File: config.mk
export PLATFORM = sky130hd
export DESIGN_NAME = phase_slot_scheduler
export DESIGN_NICKNAME = d
export VERILOG_FILES = /design/src/rtl/phase_slot_scheduler_pkg.sv /design/src/rtl/phase_slot_scheduler_rr_pick4.sv /design/src/rtl/phase_slot_scheduler.sv
export SDC_FILE = /design/constraint.sdc
export NUM_CORES = 1
export LEC_CHECK = 0
export ABC_AREA = 1
export CORE_MARGIN = 10
export CORE_UTILIZATION = 40
export DETAILED_ROUTE_END_ITERATION = 7
export PLACE_DENSITY = 0.66
export SYNTH_ARGS = -nofsm -noshare
export SYNTH_HDL_FRONTEND = slang
export SYNTH_HIERARCHICAL = 1
export SYNTH_SLANG_ARGS = --single-unit
File: constraint.sdc
create_clock -name Phase_Count -period 2.55 [get_ports Phase_Count]
set_input_delay 0.3825 -clock Phase_Count [delete_from_list [all_inputs] [get_ports Phase_Count]]
set_output_delay 0.3825 -clock Phase_Count [all_outputs]
set_load 0.01 [all_outputs]
File: src/rtl/phase_slot_scheduler_pkg.sv
// ---------------------------------------------------------------------------
// phase_slot_scheduler_pkg
// Shared definitions for the 4-phase slot scheduler:
//   NPH     - number of ring phases / requesters
//   slot_t  - phase (slot) index type
//   state_e - scheduler FSM state encoding
// ---------------------------------------------------------------------------
package phase_slot_scheduler_pkg;

    localparam int NPH = 4;

    typedef logic [1:0] slot_t;

    typedef enum logic [1:0] {
        ST_IDLE  = 2'd0,
        ST_GRANT = 2'd1,
        ST_GAP   = 2'd2
    } state_e;

endpackage : phase_slot_scheduler_pkg

File: src/rtl/phase_slot_scheduler_rr_pick4.sv
// ---------------------------------------------------------------------------
// phase_slot_scheduler_rr_pick4
// Combinational round-robin picker over four requesters.
// Ports:
//   req_i  [3:0] - request vector
//   last_i [1:0] - index of the most recent winner
//   win_o  [1:0] - first requester found searching from last_i+1 (mod 4);
//                  equals last_i when nothing is requested
//   any_o        - at least one request is present
// ---------------------------------------------------------------------------
module phase_slot_scheduler_rr_pick4
    import phase_slot_scheduler_pkg::*;
(
    input  logic [NPH-1:0] req_i,
    input  slot_t          last_i,
    output slot_t          win_o,
    output logic           any_o
);

    slot_t idx;

    // Walk the ring starting one past the last winner; the 4th step lands
    // back on last_i itself so a sole requester can win again.
    always_comb begin
        win_o = last_i;
        any_o = 1'b0;
        idx   = last_i;
        for (int o = 0; o < NPH; o++) begin
            idx = idx + 2'd1;
            if (!any_o && req_i[idx]) begin
                win_o = idx;
                any_o = 1'b1;
            end
        end
    end

endmodule : phase_slot_scheduler_rr_pick4

File: src/rtl/phase_slot_scheduler.sv
// ---------------------------------------------------------------------------
// phase_slot_scheduler
// Time-shares a 4-phase ring resource between four requesters: one phase
// at a time, round-robin priority, bounded dwell, one idle gap cycle
// between consecutive grants. All outputs are registered.
// Ports:
//   Phase_Count     - clock (rising edge)
//   Clear           - synchronous active-low reset
//   Enable          - run; low releases any grant and idles the scheduler
//   Req[3:0]        - level requests, Req[i] asks for phase i
//   Done[3:0]       - early release by the owner of phase i
//   Phase0..Phase3  - one-hot (or all-zero) phase grants
//   Slot[1:0]       - index of the current or last granted phase
//   Busy            - high while any phase output is high
//   Wrap            - one-cycle pulse on the first cycle of a grant whose
//                     index is <= the previous grant index
// Handshake: Req[i] is a level held by the requester until served; a grant
// ends when the owner drops Req, pulses Done, the dwell expires or Enable
// falls, and is always followed by exactly one all-low gap cycle.
// ---------------------------------------------------------------------------
module phase_slot_scheduler
    import phase_slot_scheduler_pkg::*;
#(
    parameter int DWELL = 4,
    parameter int DW_W  = 3
) (
    input  logic           Phase_Count,
    input  logic           Clear,
    input  logic           Enable,
    input  logic [NPH-1:0] Req,
    input  logic [NPH-1:0] Done,
    output logic           Phase0,
    output logic           Phase1,
    output logic           Phase2,
    output logic           Phase3,
    output logic [1:0]     Slot,
    output logic           Busy,
    output logic           Wrap
);

    localparam logic [DW_W-1:0] DWELL_LD = DW_W'(DWELL - 1);

    state_e          state_q, state_d;
    logic [NPH-1:0]  phase_q, phase_d;
    slot_t           last_q,  last_d;
    logic            busy_q,  busy_d;
    logic            wrap_q,  wrap_d;
    logic [DW_W-1:0] cnt_q,   cnt_d;

    slot_t win;
    logic  any_req;
    logic  release_grant;

    phase_slot_scheduler_rr_pick4 u_pick (
        .req_i  (Req),
        .last_i (last_q),
        .win_o  (win),
        .any_o  (any_req)
    );

    // While granting, last_q is the owner, so its Req/Done bits are the
    // only ones that can end the grant.
    assign release_grant = Done[last_q] | ~Req[last_q] |
                           (cnt_q == '0) | ~Enable;

    always_comb begin
        state_d = state_q;
        phase_d = phase_q;
        last_d  = last_q;
        busy_d  = busy_q;
        wrap_d  = 1'b0;
        cnt_d   = cnt_q;
        case (state_q)
            ST_IDLE, ST_GAP: begin
                if (Enable && any_req) begin
                    state_d = ST_GRANT;
                    phase_d = 4'b0001 << win;
                    last_d  = win;
                    busy_d  = 1'b1;
                    wrap_d  = (win <= last_q);
                    cnt_d   = DWELL_LD;
                end else begin
                    state_d = ST_IDLE;
                    phase_d = '0;
                    busy_d  = 1'b0;
                end
            end
            ST_GRANT: begin
                if (release_grant) begin
                    state_d = ST_GAP;
                    phase_d = '0;
                    busy_d  = 1'b0;
                end else if (cnt_q != '0) begin
                    cnt_d = cnt_q - 1'b1;
                end
            end
            default: begin
                state_d = ST_IDLE;
                phase_d = '0;
                busy_d  = 1'b0;
            end
        endcase
    end

    always_ff @(posedge Phase_Count) begin
        if (!Clear) begin
            state_q <= ST_IDLE;
            phase_q <= '0;
            last_q  <= 2'd3;
            busy_q  <= 1'b0;
            wrap_q  <= 1'b0;
            cnt_q   <= '0;
        end else begin
            state_q <= state_d;
            phase_q <= phase_d;
            last_q  <= last_d;
            busy_q  <= busy_d;
            wrap_q  <= wrap_d;
            cnt_q   <= cnt_d;
        end
    end

    assign Phase0 = phase_q[0];
    assign Phase1 = phase_q[1];
    assign Phase2 = phase_q[2];
    assign Phase3 = phase_q[3];
    assign Slot   = last_q;
    assign Busy   = busy_q;
    assign Wrap   = wrap_q;

endmodule : phase_slot_scheduler

==> results of run 1 <==
## logic make-up (layout without fill, tap and decap cells)
kind of cell               after synthesis  after routing  share of synthesized area [%]
adders and majority gates                4              4                           5.77
DFF                                     12             12                           27.7
and+or+nand+nor                         80             80                           46.8
AOI/OAI and AO/OA                       15             15                           10.1
buffers and inverters                   20             42                           9.67
## cell usage after synthesis (all sizes together)
library cell / n
dfxtp: 12
nand3b: 4
clkinv: 1
nand2: 49
nor4: 1
ha: 4
nand3: 12
inv: 18
nor2: 12
buf: 1
a31oi: 1
nor3: 1
a21oi: 12
nand4: 1
o21ai: 2
## routing by layer
metal  wire, um  global-route usage [%]  part of all wire [%]
met5          0                       0                     0
met4         34                    4.71                   1.7
met3         98                    2.34                   5.0
met2        989                    17.1                    51
met1        823                    9.65                    42
## layout make-up
type | instances | area [um^2] | area share, %
clock buffers | 4 | 36.3 | 3.25
inverters | 19 | 76.3 | 6.83
multi-input cells | 99 | 543 | 48.6
flip-flops and latches | 12 | 240 | 21.5
well taps | 27 | 33.8 | 3.02
repair buffers | 19 | 188 | 16.8
## path summary, 6_finish.rpt
check | from | end | slack (ps) | cells past startpoint
worst max-delay path | Slot[0] | Wrap | 480 | 13
worst min-delay path | state_q[1] | state_q[1] | 430 | 1
worst max register to register | Slot[0] | Wrap | 480 | 13
worst min register to register | state_q[1] | state_q[1] | 430 | 1
## metrics by stage
stage,power (mW),std cells,hold WS [ps]
global placement,0.758,176,411
CTS,0.923,180,435
floorplan,0.626,131,400
global route,1.00,180,446
detailed placement,0.764,176,424
finish,0.914,180,429
## state kept, by name, indices dropped and copies added, names as in the netlist
name,flops
cnt_q,3
Wrap,1
Slot,2
phase_q,4
state_q,2
## worst max-delay path: stages, from the launching register on
cell and delay, ps:
dfxtp_1 600, inv_4 110, nand2_1 90, nand2_1 100, nand2_4 100, nand2_4 70
inv_2 60, nand3_1 80, nand3_1 80, nand2_1 90, ha_1 310, a21oi_1 150
a21oi_1 50, nor3_1 120
## power by group
| group | switching, mW | total [mW] | internal [mW] |
|---|---|---|---|
| clock network | 0.0655 | 0.152 | 0.0869 |
| logic | 0.295 | 0.505 | 0.210 |
| registers | 0.0362 | 0.256 | 0.220 |
| total | 0.397 | 0.914 | 0.517 |
==> impl_results.md, run 1 <==
- Total GRT Usage: 9.39%
- Setup Skew: 2.92 ps
- Worst EP arrival: 2270 ps
- Hold-fix buffers at CTS: 0
- Min-delay worst type: reg2reg
- Worst setup EP type: flop
- Port Buffers: 18
- Seq cells post-synth: 12
- Via Count: 861
- Antenna violations before repair: 0
- Number of global-route vias before repair: roughly 820
- FP Rows: 16
- Crit start category: flop
- Max-slew violations: 0
- Leak: between 0.5 and 0.6 nW
- First-pass GRT wire length: 3370 um
- Setup TNS Final: 0 ps
- Cell taking the most area after synthesis: dfxtp_1
- CTS root buf: clkbuf_4
- Commonest non-fill, non-tap cell in the layout: nand2_1
- Power per cell area: 818 nW/um^2
- Crit Path Category: reg2reg
- DR iter-0 viols: 39
- Min cycle time layout: 2070 ps
- Routability Congestion: between 0.8 and 0.9
- Yosys cell types: 23
- Area contributors post-synth: dfxtp_1, nand2_1, a21oi_1
- Total of fill cells in the finished design: 210
- Post-route cell area: between 1000 and 1500 um^2
- Synth top area share: 27.7%
- Post-CTS Setup Inserts: 0
- Syn Area/Cell: around 6.6 um^2
- Die W: 66.6 um
- CTS Buf Count: 3
- Later-pin clock latency in the skew report: 280 ps
- CTS tree: built
- Initial Utilization: 43.3%
- Die area: 4430 um^2
- Slew HR: 70.4%
- Worst Tran Pin Value: 443 ps
- DP HPWL: between 1500 and 2000 um
- Finished Core Util: 55.8%
- Highest clock rate: approximately 480 MHz
- Share of layout cells above drive strength 1: 13.7%
- Largest net degree at the start of global routing: 12
- Most frequent cells in the layout: nand2_1, clkdlybuf4s50_1, inv_1, dfxtp_1, a21oi_1
- Area delta synth->final: 28.9%
- Setup slack after layout: 481 ps
- DP Worst Slack: 299 ps
- Max-cap violations: 0
- Routed Antenna Nets: 0
- Num Clock Sinks: 12
- # IOs: 19
- Dpl cell area: 1080 um^2
- Worst-path clk slew: approximately 80 ps
- Post-Syn Nets: 146
- RSZ-0062 raised after global routing: false
- Ant. Diodes: 0
- Outcome: finished, final reports clean
- Ys Warns: 6
- Core region area: 2000 um^2
- Final Cycle Share: 81.1%
- Fin nets: 169
- Max FO, Critical Path: 11
- First-pass DRT Iterations: 4
- Sequential area share after synthesis: 27.7%
- Detailed Route WL: 1950 um
- Gate count after technology mapping: 131
- Max VDD drop: around 0.48 mV
- Final setup viols: 0
- Die Y: 66.6 um
- H-tree depth: 1
- Total gr overflow: 0
- Fin. Hold Viols: 0
- Maximum clock path buffer count: 2
- Critical Path RT: 2750 ps
- Routed wire length per instance: around 11 um
- Post_cts resized: 0
- DRC violations left: 0
- Netlist Area Pre-Place: 867 um^2
- Vias/cell: 4.78
No activity file was read; power rests on OpenSTA's default activity.
==> run 2, diff against run 1 <==
- PLACE_DENSITY: 0.66 -> 0.68
- clock period: 2.55 -> 1.84 ns (I/O delays scaled with it)
==> run 2 against run 1 <==
Net effect:
- flip-flop and latch count unchanged
- clock-buffer cell count unchanged
- register-to-register slack got worse by 430 ps
- critical path depth decreased by 1
- final area increased by 18%
- cell count increased by 7.8%
- critical path type is now in2reg
- largest cell class unchanged
==> impl_results.md, run 2 (synthesis results as in run 1) <==
- Outcome: finished, final reports clean
- DRC violations left: 0 (unchanged)
- Power Total: 1.61 mW (+76%)
- DR iter-0 viols: 58 (+49%)
- Final Cycle Share: 99.2%
- # IOs: 19 (unchanged)
- RSZ-0062 raised after global routing: true
- Worst setup EP type: flop
- Antenna violations before repair: 0 (unchanged)
- CP max stage cell: clkdlybuf4s50_1
- Crit Path Category: in2reg
- Number of global-route vias before repair: 812 (-0.37%)
- Max reg flops: 4 (unchanged)
- CTS root buf: clkbuf_4
- Maximum clock path buffer count: 2 (unchanged)
- Min cycle time layout: 1830 ps
- Crit start category: primary input
- Cell Int Power: 0.921 mW (+78%)
- Vias/cell: 4.81 (+0.65%)
- Routability Congestion: 0.791 (-5.5%)
- Leak: 0.629 nW (+19%)
- CTS tree: built
- Largest stage delay on the critical path: 510 ps (-90 ps)
- Routed Antenna Nets: 0 (unchanged)
- Share of layout cells above drive strength 1: 32.3% (+19 points)
- Setup TNS Final: 0 ps (unchanged)
- Most frequent cells in the layout: nand2_1, clkdlybuf4s50_1, buf_4, inv_1
- Min-delay worst type: reg2reg
- Power per cell area: 1220 nW/um^2 (+50%)
- Combinational fraction of design power: 64.9% (+9.6 points)
- Worst-path clk slew: 80 ps (about the same)
- FP Rows: 16 (unchanged)
- Max VDD drop: 0.657 mV (+37%)
- CTS Buf Count: 3 (unchanged)
- Routed wire length per instance: 12.5 um (+15%)
- Fin nets: 183 (+8.3%)
- Worst Tran Pin Value: 274 ps (-169 ps)
- Total GRT Usage: 10.1% (+0.68 points)
- Later-pin clock latency in the skew report: 280 ps (about the same)
- Max-cap violations: 0 (unchanged)
- First-pass GRT wire length: 3540 um (+4.9%)
- Port Buffers: 18 (unchanged)
- Worst hold margin: 448 ps (+19.1 ps)
- Highest clock rate: around 550 MHz
- Max-slew violations: 0 (unchanged)
- Fin. Hold Viols: 0 (unchanged)
- DP HPWL: 1740 um (+12%)
- H-tree depth: 1 (unchanged)
- Reg power frac: 21.9% (-6.2 points)
- Ant. Diodes: 0 (unchanged)
- Finished Core Util: 65.8% (+9.9 points)
- Largest Register: phase_q
- Die Y: 66.6 um (unchanged)
- CP cell instances: clkdlybuf4s50_1, nand2_1, nand2_2, nand2_1, nand2_1, buf_4, nand3_1, nand2_1, ha_4, a21oi_2, a21oi_2, nor3_2
- Die area: 4430 um^2 (unchanged)
- Core region area: 2000 um^2 (unchanged)
- Commonest non-fill, non-tap cell in the layout: nand2_1
- Via Count: 934 (+8.5%)
- Clock group share of total power: 13.2% (-3.5 points)
- Largest net degree at the start of global routing: 10 (-2)
- Worst EP arrival: 2030 ps (-240 ps)
- Final setup viols: 0 (unchanged)
- Bufs and invs on worst path: 2 (unchanged)
- Critical Path RT: 2050 ps (-700 ps)
- Total gr overflow: 0 (unchanged)
- Biggest regs: phase_q: 4 flops, cnt_q: 3 flops
- Num Clock Sinks: 12 (unchanged)
- Setup slack after layout: 13.9 ps (-467 ps)
- Area delta synth->final: 51.8%
- Initial Utilization: 43.3% (unchanged)
- CP dominant cell by count: nand2_1
- First-pass DRT Iterations: 4 (unchanged)
- Slew HR: 81.6% (+11 points)
- Switching share of power: 42.8% (-0.61 points)
- Setup Skew: 1.08 ps (-1.84 ps)
- Cell family with most CP delay: simple AND/OR/NAND/NOR gates
- DP Worst Slack: -262 ps (-562 ps)
- Die W: 66.6 um (unchanged)
- Max FO, Critical Path: 3 (-8)
- Detailed Route WL: 2420 um (+24%)
- Sw Pwr: 0.690 mW (+74%)
-- run 2: cell types whose count changed in the layout (fill, tap and decap cells not counted), moves of 4 or more --
cell,change
nand2_2,+8
buf_4,+13
nand2_1,-8
clkdlybuf4s50_1,-4
dlymetal6s2s_1,+4
-- run 2: routing by layer --
metal | GRT usage [%] | up-vias | share of wire, %
li1 | - | 493 | -
met3 | 1.84 | 4 | 1.9
met2 | 16.7 | 8 | 54
met5 | 0 | - | 0
met4 | 6.28 | 0 | 1.9
met1 | 11.5 | 429 | 42
-- run 2: area by class of cell --
cell class / instances / area, um^2
fillers: 198 / 686
multi-input cells: 99 / 611
repair buffers: 33 / 307
flip-flops and latches: 12 / 248
inverters: 19 / 81.3
clock buffers: 4 / 36.3
well taps: 27 / 33.8
-- run 2: timing repair --
action,4_1_cts,5_1_grt
pin swaps,0,9
endpoints found under the setup margin,1,3
buffers inserted,1,4
hold buffers,0,0
gates resized for setup,1,29
hold endpoints to repair,0,0
gates cloned,0,0
-- run 2: through the flow --
step | std cells | cell area [um^2]
after floorplan | 131 | 868
after global placement | 185 | 1150
after detailed placement | 185 | 1150
after CTS | 190 | 1200
after global routing | 194 | 1320
final | 194 | 1320
-- run 2: power groups by stage --
stage          Clock (mW)  Combinational (mW)  Sequential (mW)
6_report            0.213                1.05            0.352
2_1_floorplan           0               0.503            0.366
3_5_place_dp            0               0.805            0.358
3_3_place_gp            0               0.786            0.354
5_1_grt             0.234                1.15            0.361
4_1_cts             0.221               0.820            0.350
-- run 2: final timing paths --
check | from | to | slack, ps | depth (start not counted)
setup / recovery | Req[0] | Wrap | 10 | 12
hold / removal | state_q[1] | state_q[1] | 450 | 1
setup reg to reg | Slot[1] | Wrap | 50 | 12
hold reg to reg | state_q[1] | state_q[1] | 450 | 1
==> run 3, diff against run 2 <==
- ABC_AREA: 1 -> unset
- CORE_UTILIZATION: 40 -> 39
- GPL_TIMING_DRIVEN: unset -> 0
- PLACE_DENSITY: 0.68 -> 0.7
==> run 3 against run 2 <==
Net effect:
- maximum frequency grew 5.4%
- sequential share of layout area grew 8.6 points
- synthesized cell count shrank 42%
- final area shrank 33%
- global-route usage shrank 1.2 points
- non-clock buffer count shrank 15
- flip-flop and latch count is the same
- utilization shrank 8.7 points
- cell count shrank 42%
- register-to-register slack gained 100 ps
- clock skew grew 3.7 ps
- routed wire length shrank 33%
- critical path type unchanged
- highest routed layer is now met3
==> impl_results.md, run 3 <==
- Vias/cell: 5.55 (+15%)
- Max-slew violations: 0 (unchanged)
- CTS root buf: clkbuf_4
- Max VDD drop: 0.499 mV (-24%)
- CTS tree: built
- Number of global-route vias before repair: 630 (-22%)
- Power Total: 0.665 mW (-59%)
- Largest Register: phase_q
- Synth async-reset ratio: 0% (unchanged)
- Final Cycle Share: 94.2% (-5.1 points)
- Maximum clock path buffer count: 2 (unchanged)
- Fin. Hold Viols: 0 (unchanged)
- Area delta synth->final: 34.7%
- Final setup viols: 0 (unchanged)
- Core region area: 1540 um^2 (-23%)
- Min cycle time layout: 1730 ps (-93.7 ps)
- Later-pin clock latency in the skew report: 270 ps (about the same)
- Highest clock rate: 577 MHz (+5.4%)
- Max FO, Critical Path: 6 (+3)
- Routability Congestion: 0.825 (+4.4%)
- Commonest non-fill, non-tap cell in the layout: clkdlybuf4s50_1
- Initial Utilization: 42.4% (-0.94 points)
- Ant. Diodes: 0 (unchanged)
- Most frequent cells in the layout: clkdlybuf4s50_1, dfxtp_1, inv_1, nand2_1
- Post-CTS Setup Inserts: 0 (-1)
- Share of layout cells above drive strength 1: 10.4% (-22 points)
- Worst hold margin: 375 ps (-72.6 ps)
- Syn Area/Cell: 8.59 um^2 (+30%)
- Slew HR: 72.6% (-9.0 points)
- Total GRT Usage: 8.90% (-1.2 points)
- Gate count after technology mapping: 76 (-42%)
- Post-synth EDFFs: 0 (unchanged)
- Critical Path RT: 2030 ps (-20 ps)
- Netlist Area Pre-Place: 653 um^2 (-25%)
- DP HPWL: 1240 um (-29%)
- DR iter-0 viols: 10 (-83%)
- Seq cells post-synth: 12 (unchanged)
- Sequential area share after synthesis: 36.8% (+9.1 points)
- Min-delay worst type: in2reg
- Routed wire length per instance: 14.5 um (+16%)
- Total gr overflow: 0 (unchanged)
- Worst Tran Pin Value: 411 ps (+137 ps)
- Num Clock Sinks: 12 (unchanged)
- Via Count: 622 (-33%)
- Crit Path Category: in2reg
- Post-synth top cells: dfxtp_1, inv_1, nand2_1
- Yosys cell types: 27 (+17%)
- DRC violations left: 0 (unchanged)
- CTS Buf Count: 3 (unchanged)
- Port Buffers: 17 (-1)
- Synth top area share: 36.8% (+9.1 points)
- Die Y: 60.9 um (-8.5%)
- First-pass GRT wire length: 2630 um (-26%)
- Crit start category: primary input
- # IOs: 19 (unchanged)
- Die W: 60.9 um (-8.5%)
- Outcome: finished, final reports clean
- Predominant post-synthesis flop cell: dfxtp_1
- Post-route cell area: 880 um^2 (-33%)
- Worst-path clk slew: 70 ps (about the same)
- Dpl cell area: 843 um^2 (-27%)
- Worst setup EP type: flop
- Setup Skew: 4.83 ps (+3.75 ps)
- Max-cap violations: 0 (unchanged)
- Hold-fix buffers at CTS: 0 (unchanged)
- RSZ-0062 raised after global routing: false
- Fin nets: 112 (-39%)
- Largest net degree at the start of global routing: 11 (+1)
- First-pass DRT Iterations: 4 (unchanged)
- Most numerous cell in the Yosys netlist: dfxtp_1
- Cell taking the most area after synthesis: dfxtp_1
- Die area: 3710 um^2 (-16%)
- Leak: 0.361 nW (-43%)
- Max reg flops: 4 (unchanged)
- Post-Syn Nets: 91 (-38%)
- H-tree depth: 1 (unchanged)
- FP Rows: 14 (-2)
- Detailed Route WL: 1620 um (-33%)
- Antenna violations before repair: 0 (unchanged)
- Ys Warns: 6 (unchanged)
- Area contributors post-synth: dfxtp_1, ha_1, inv_1
- Power per cell area: 756 nW/um^2 (-38%)
- Routed Antenna Nets: 0 (unchanged)
- Worst EP arrival: 1920 ps (-110 ps)
- Biggest regs: phase_q: 4 flops, cnt_q: 3 flops
## run 3: changes by cell type after synthesis, sizes merged, moves of 3 or more
| cell | previous run | this run |
|---|---|---|
| nor2b | 0 | 5 |
| nand3 | 12 | 0 |
| inv | 18 | 11 |
| nand3b | 4 | 1 |
| a21oi | 12 | 5 |
| nor2 | 12 | 2 |
| o22ai | 0 | 3 |
| nand2 | 49 | 10 |
## run 3: kinds of logic (layout without fill, tap and decap cells)
family          Yosys count  after routing  share of synthesized area (%)
fa+ha+maj                 4              4                           7.66
flops                    12             12                           36.8
compound gates           20             20                           22.8
mux                       2              2                           4.98
buf+inv                  13             33                           7.47
simple gates             25             25                           20.3
## run 3: worst paths after layout
path              startpoint    endpoint  slack, ps  cells past startpoint
hold / removal         Clear     Slot[0]        380                      2
hold reg to reg   phase_q[0]  phase_q[0]        480                      2
setup / recovery      Req[3]    cnt_q[2]        110                      5
setup reg to reg     Slot[1]        Wrap        150                      9
## run 3: what timing repair did
item	in CTS	in global routing
resized for setup	0	2
endpoints found under the setup margin	0	6
hold endpoints to repair	0	0
## run 3: area by class of cell
cell class	instances	area, um^2
Inverter	11	41.3
Multi-Input combinational cell	51	367
Tap cell	16	20.0
Sequential cell	12	241
Fill cell	146	662
Buffer	1	3.75
Timing Repair Buffer	17	170
Clock buffer	4	36.3
## run 3: per-layer routing
metal  global-route usage, %  vias to the layer above  share of wire [%]
met5                       0                        -                  0
met4                       0                        0                  0
met3                    5.22                        0                5.7
met2                    16.4                        8                 51
met1                    8.94                      298                 43
li1                        -                      316                  -
## run 3: worst max-delay path, stage by stage
cell and delay (ps):
clkdlybuf4s50_1 490, nor2b_1 170, mux4_2 530, a2111o_1 380, o31ai_1 60
## run 3: power by group
| part | leakage [nW] | internal (mW) | total (mW) | switching [mW] |
|---|---|---|---|---|
| Combinational | 0.242 | 0.0832 | 0.161 | 0.0781 |
| Sequential | 0.0983 | 0.277 | 0.294 | 0.0171 |
| Clock | 0.0210 | 0.120 | 0.210 | 0.0893 |
## run 3: metrics by stage
| step | TNS, ps | std cells | setup WS, ps | utilization (%) |
|---|---|---|---|---|
| floorplan | 0 | 76 | 176 | - |
| global placement | -1560 | 109 | -219 | 54.7 |
| detailed placement | -1710 | 109 | -235 | 54.7 |
| CTS | 0 | 113 | 45.2 | 57.1 |
| global route | 0 | 112 | 6.10 | 57.1 |
| finish | 0 | 112 | 108 | 57.1 |
